[src/rtl/block_mac3x3_pkg.sv]
// ---------------------------------------------------------------------------
// block_mac3x3_pkg
// Shared definitions for the 3x3 block multiply-accumulate unit:
//   BLK_DIM / BLK_ELEMS  - block geometry (3x3, 9 elements)
//   mac_state_t          - accumulation FSM state (IDLE, ACCUM)
//   elem_idx()           - row-major element index used for all block packing
// ---------------------------------------------------------------------------
package block_mac3x3_pkg;

    localparam int BLK_DIM   = 3;
    localparam int BLK_ELEMS = BLK_DIM * BLK_DIM;

    typedef enum logic {
        IDLE  = 1'b0,
        ACCUM = 1'b1
    } mac_state_t;

    // Element (row, col) lives at slot row*3+col of a packed block.
    function automatic int elem_idx(input int row, input int col);
        return row * BLK_DIM + col;
    endfunction

endpackage

[src/rtl/block_mac3x3_dot3.sv]
// ---------------------------------------------------------------------------
// block_mac3x3_dot3
// Combinational unsigned 3-term dot product, zero-extended to ACC_WIDTH.
// Ports:
//   a_i   [3*DATA_WIDTH-1:0]  three A operands, term k at [k*DATA_WIDTH +: DATA_WIDTH]
//   b_i   [3*DATA_WIDTH-1:0]  three B operands, same packing
//   dot_o [ACC_WIDTH-1:0]     sum over k of a_i[k]*b_i[k]
// ACC_WIDTH must be at least 2*DATA_WIDTH+2 so the 3-term sum never wraps.
// ---------------------------------------------------------------------------
module block_mac3x3_dot3
    import block_mac3x3_pkg::*;
#(
    parameter int DATA_WIDTH = 5,
    parameter int ACC_WIDTH  = 16
) (
    input  logic [BLK_DIM*DATA_WIDTH-1:0] a_i,
    input  logic [BLK_DIM*DATA_WIDTH-1:0] b_i,
    output logic [ACC_WIDTH-1:0]          dot_o
);

    logic [2*DATA_WIDTH-1:0] prod [BLK_DIM];

    generate
        for (genvar gi = 0; gi < BLK_DIM; gi++) begin : g_prod
            // Operands widened first so the multiply is evaluated at full product width.
            assign prod[gi] = {{DATA_WIDTH{1'b0}}, a_i[gi*DATA_WIDTH +: DATA_WIDTH]}
                            * {{DATA_WIDTH{1'b0}}, b_i[gi*DATA_WIDTH +: DATA_WIDTH]};
        end
    endgenerate

    always_comb begin
        dot_o = '0;
        for (int k = 0; k < BLK_DIM; k++) begin
            dot_o = dot_o + {{(ACC_WIDTH-2*DATA_WIDTH){1'b0}}, prod[k]};
        end
    end

endmodule

[src/rtl/block_mac3x3.sv]
// ---------------------------------------------------------------------------
// block_mac3x3
// Streaming 3x3 block multiply-accumulate: C += A x B per accepted beat,
// accumulated over a group delimited by in_first / in_last, one result block
// per group held in a single output register.
// Ports:
//   clk, reset            clock, synchronous active-high reset
//   in_valid/in_ready     operand beat handshake
//   in_first/in_last      group delimiters carried with the beat
//   a_blk, b_blk          9*DATA_WIDTH row-major operand blocks
//   out_valid/out_ready   result handshake
//   c_blk                 9*ACC_WIDTH row-major result block
//   proto_err             sticky protocol-violation flag
// Build option: define BLOCK_MAC_SATURATE_EN to clamp each element at
// 2^ACC_WIDTH-1 instead of wrapping during accumulation.
// ---------------------------------------------------------------------------
module block_mac3x3
    import block_mac3x3_pkg::*;
#(
    parameter int DATA_WIDTH = 5,
    parameter int ACC_WIDTH  = 16
) (
    input  logic                            clk,
    input  logic                            reset,
    input  logic                            in_valid,
    output logic                            in_ready,
    input  logic                            in_first,
    input  logic                            in_last,
    input  logic [BLK_ELEMS*DATA_WIDTH-1:0] a_blk,
    input  logic [BLK_ELEMS*DATA_WIDTH-1:0] b_blk,
    output logic                            out_valid,
    input  logic                            out_ready,
    output logic [BLK_ELEMS*ACC_WIDTH-1:0]  c_blk,
    output logic                            proto_err
);

    mac_state_t                       state_q;
    logic [BLK_ELEMS*ACC_WIDTH-1:0]   acc_q;
    logic [BLK_ELEMS*ACC_WIDTH-1:0]   c_q;
    logic                             out_valid_q;
    logic                             proto_err_q;

    logic [BLK_ELEMS*ACC_WIDTH-1:0]   term;
    logic [BLK_ELEMS*ACC_WIDTH-1:0]   sum_d;
    logic                             beat;
    logic                             restart;

    // The output register can take a new result in the same cycle it drains.
    assign in_ready = !out_valid_q || out_ready;
    assign beat     = in_valid && in_ready;
    // A beat in IDLE always opens a group; in_first inside a group reopens it.
    assign restart  = (state_q == IDLE) || in_first;

    generate
        for (genvar gi = 0; gi < BLK_ELEMS; gi++) begin : g_elem
            localparam int ROW = gi / BLK_DIM;
            localparam int COL = gi % BLK_DIM;

            logic [BLK_DIM*DATA_WIDTH-1:0] a_row;
            logic [BLK_DIM*DATA_WIDTH-1:0] b_col;
            logic [ACC_WIDTH-1:0]          acc_next;

            for (genvar gk = 0; gk < BLK_DIM; gk++) begin : g_k
                assign a_row[gk*DATA_WIDTH +: DATA_WIDTH] = a_blk[elem_idx(ROW, gk)*DATA_WIDTH +: DATA_WIDTH];
                assign b_col[gk*DATA_WIDTH +: DATA_WIDTH] = b_blk[elem_idx(gk, COL)*DATA_WIDTH +: DATA_WIDTH];
            end

            block_mac3x3_dot3 #(
                .DATA_WIDTH (DATA_WIDTH),
                .ACC_WIDTH  (ACC_WIDTH)
            ) u_dot3 (
                .a_i   (a_row),
                .b_i   (b_col),
                .dot_o (term[gi*ACC_WIDTH +: ACC_WIDTH])
            );

`ifdef BLOCK_MAC_SATURATE_EN
            // One extra bit catches the carry; a saturated element stays at
            // the ceiling because terms are never negative.
            logic [ACC_WIDTH:0] wide_sum;
            assign wide_sum = {1'b0, acc_q[gi*ACC_WIDTH +: ACC_WIDTH]}
                            + {1'b0, term[gi*ACC_WIDTH +: ACC_WIDTH]};
            assign acc_next = wide_sum[ACC_WIDTH] ? {ACC_WIDTH{1'b1}} : wide_sum[ACC_WIDTH-1:0];
`else
            assign acc_next = acc_q[gi*ACC_WIDTH +: ACC_WIDTH] + term[gi*ACC_WIDTH +: ACC_WIDTH];
`endif

            assign sum_d[gi*ACC_WIDTH +: ACC_WIDTH] = restart ? term[gi*ACC_WIDTH +: ACC_WIDTH] : acc_next;
        end
    endgenerate

    always_ff @(posedge clk) begin
        if (reset) begin
            state_q     <= IDLE;
            acc_q       <= '0;
            c_q         <= '0;
            out_valid_q <= 1'b0;
            proto_err_q <= 1'b0;
        end else begin
            if (out_valid_q && out_ready) begin
                out_valid_q <= 1'b0;
            end
            if (beat) begin
                if ((state_q == IDLE && !in_first) || (state_q == ACCUM && in_first)) begin
                    proto_err_q <= 1'b1;
                end
                if (in_last) begin
                    // A new result overrides the drain above when both happen.
                    c_q         <= sum_d;
                    out_valid_q <= 1'b1;
                    acc_q       <= '0;
                    state_q     <= IDLE;
                end else begin
                    acc_q       <= sum_d;
                    state_q     <= ACCUM;
                end
            end
        end
    end

    assign out_valid = out_valid_q;
    assign c_blk     = c_q;
    assign proto_err = proto_err_q;

endmodule
[config.mk]
export PLATFORM = sky130hd
export DESIGN_NAME = block_mac3x3
export DESIGN_NICKNAME = d
export VERILOG_FILES = /design/src/rtl/block_mac3x3_pkg.sv /design/src/rtl/block_mac3x3_dot3.sv /design/src/rtl/block_mac3x3.sv
export SDC_FILE = /design/constraint.sdc
export NUM_CORES = 2
export LEC_CHECK = 0
export CAP_MARGIN = 10
export CORE_MARGIN = 2
export CORE_UTILIZATION = 35
export DETAILED_ROUTE_END_ITERATION = 7
export DONT_BUFFER_PORTS = 1
export SYNTH_ARGS = -nofsm -noshare
export SYNTH_HDL_FRONTEND = slang
export SYNTH_SLANG_ARGS = --single-unit
[constraint.sdc]
create_clock -name clk -period 12 [get_ports clk]
set_input_delay 1.2 -clock clk [delete_from_list [all_inputs] [get_ports clk]]
set_output_delay 1.2 -clock clk [all_outputs]
set_load 0.01 [all_outputs]
==> metrics.csv <==
stage;metric;value;unit
critical_path;crit_path_max_incr_delay;540;ps
hold_path;hold_class;register to register;
critical_path;cp_slowest_cell;fa_1;
critical_path;start_kind;input pin;
sta;finalClockSkew;21.8;ps
hold_path;hold_depth;2;
clock_network;ctsLongestPathBuffers;3;
clock_network;h-tree-depth;1;
detailed_routing;vias;31900;
place;port_buffers;0;
critical_path;critPathMostFrequentCell;fa_1;
detailed_routing;drt_iter0_drc;2165;
layout;final_nets;5769;
clock_network;cts_root_buf;clkbuf_16;
layout;final_cell_area;42900;um2
die;coreArea;115000;um2
hold_path;hold_end;acc_q[57];
critical_path;cp-end-kind;register;
critical_path;cp_max_fo;15;
sta;finalSetupViolCount;0;
place;dp_slack;2360;ps
detailed_routing;wire_per_inst;19.7;um
synth;syn-num-nets;5914;
die;die_area;119000;um2
synth;ys_seq_area_share;14.4;%
global_route;track_usage;20.5;%
clock_network;ctsHoldBuffers;0;
synth;synth_area_per_cell;8.48;um2
synth;synth.distinct_cells;81;
sta;final_max_slew_viol_count;0;
global_route;antenna_found_initial;4;
critical_path;path_class;input pin to register;
synth;synth-seq-cells;291;
sta;fmax;109;MHz
die;die_h;344;um
detailed_routing;first_pass_iters;6;
global_route;grt_pass1_vias;31500;
global_route;grt_overflow;0;
synth;async_flop_share;0;%
synth;synthFlopType;dfxtp_1;
flow_run;maxCapViolCount;0;
synth;yosysTopAreaCell;fa_1;
detailed_routing;ant_nets;0;
sta;whs;442;ps
place;dp_hpwl;95.7;mm
layout;drive_gt1_share;2.83;%
sta;rsz0062_at_grt;false;
clock_network;post-cts-setup-buffers;0;
clock_network;clk_latency;600;ps
die;start_util;35.4;%
clock_network;cts_buffers;30;
clock_network;clk_pin_slew_worst_paths;70;ps
sta;tns;0;ps
sta;worst_pin_slew;1140;ps
critical_path;r2r_setup_slack;8980;ps
clock_network;cts_resized;0;
critical_path;critPathRequiredTime;12450;ps
critical_path;cp.arrival;9590;ps
sta;slew_headroom;24.0;%
sta;final_hold_viol_count;0;
critical_path;rr_worst_depth;7;
die;row_count;124;
sta;setup_slack;2870;ps
clock_network;cts_tree;built;
outcome;status;finished clean;
synth;synthTopCellsByArea;fa_1 22%, ha_1 18%, dfxtp_1 14%;
die;num_io_pins;243;
global_route;grt_pass1_wl;189;mm
clock_network;clock_sinks;291;
place;gp_congestion;0.892;
synth;syn_inst;4783;
sta;period_share;76.1;%
detailed_routing;drc_errors;0;
sta;timing.final.crit_period;9130;ps
synth;synth_edf_count;0;
layout;areaGrowthSynthToFinish;5.76;%
detailed_routing;viasPerCell;5.17;
critical_path;r2r-start;out_valid;
hold_path;hp-start;acc_q[57];
global_route;grt_max_degree;161;
detailed_routing;wl;122;mm
critical_path;timing.rr.end;c_blk[126];
synth;synth_top_area_share;21.8;%
synth;yosysWarnings;0;
die;die_w;344;um
synth;syn_area;40600;um2
place;dpl-instance-area;41900;um2
[cells in the mapped netlist, drive strengths merged, types with 5 or more instances]
master / n
xor2: 103
mux2i: 40
nor2b: 34
and3: 6
o22ai: 14
a21oi: 207
o21a: 43
a31o: 9
buf: 38
a21o: 64
a2bb2oi: 8
nor3: 70
xnor2: 127
o2111ai: 7
dfxtp: 291
or2: 5
o21ai: 224
a31oi: 17
or3: 30
a21boi: 5
mux2: 13
a22oi: 36
a211o: 6
nand4: 14
or4: 13
clkbuf: 155
a311oi: 8
nand2b: 45
a211oi: 97
inv: 615
and2: 412
nor2: 301
a222oi: 5
o211ai: 14
o21bai: 15
o31a: 6
o31ai: 9
a22o: 8
nand3: 42
ha: 594
a221o: 7
fa: 441
a2111oi: 6
nand2: 534
[critical path, delay by kind of cell]
kind | cells | cell delay (ps)
and+or+nand+nor | 5 | 780
adders and majority gates | 11 | 5040
AOI/OAI and AO/OA | 7 | 1840
buffers and inverters | 4 | 210
xor gates and xnor gates | 2 | 490
[stage by stage]
| step | utilization, % | instances |
|---|---|---|
| 2_1_floorplan | - | 4783 |
| 3_3_place_gp | 36.5 | 6118 |
| 3_5_place_dp | 36.5 | 6118 |
| 4_1_cts | 37.4 | 6174 |
| 5_1_grt | 37.4 | 6174 |
| 6_report | 37.4 | 6177 |
[metal layers]
layer  GRT usage, %  vias up  wire, um
met2           32.1      784     53000
li1               -    15500         -
met4           5.08        0      3180
met1           29.1    15600     56900
met5              0        -         0
met3           3.65      111      8570
[cell type report]
type	instances	area (um2)
Tap cell	1512	1890
Fill cell	11700	71800
Inverter	615	2310
Clock buffer	38	831
Sequential cell	291	5830
Multi-Input combinational cell	3684	31700
Antenna cell	3	7.51
Clock inverter	18	188
Timing Repair Buffer	16	120
[layout by cell type (no fill, tap or decap), drive strengths merged, types with 38 or more instances in the layout]
master / n
a211oi: 97
a21o: 64
a21oi: 207
and2: 412
clkbuf: 38
dfxtp: 291
fa: 441
ha: 594
inv: 618
mux2i: 40
nand2: 534
nand2b: 45
nand3: 42
nor2: 301
nor3: 70
o21a: 43
o21ai: 224
xnor2: 127
xor2: 103
[kinds of logic after synthesis]
family	count (synthesis)	synth area share, %
buf+inv	808	7.55
xor+xnor	230	4.97
flops	291	14.4
fa+ha+maj	1035	40.1
compound gates	844	13.5
mux	53	1.35
simple gates	1522	18.1
[sequential cells by signal, summed over array words and instances, names as in the netlist]
signal	cells
acc_q	144
out_valid	1
state_q	1
c_blk	144
proto_err	1
[how the worst max path moves through the flow]
stage / start / to / cells past startpoint
6_report: a_blk[17] / c_blk[78] / 29
5_1_grt: a_blk[32] / c_blk[125] / 31
4_1_cts: a_blk[17] / acc_q[79] / 30
3_5_place_dp: a_blk[17] / c_blk[78] / 29
3_3_place_gp: a_blk[17] / c_blk[79] / 30
2_1_floorplan: a_blk[17] / c_blk[58] / 33
Power is left out: the tool's default activity adds up to more than one toggle a clock period on the data nets, which glitch-free logic cannot reach.
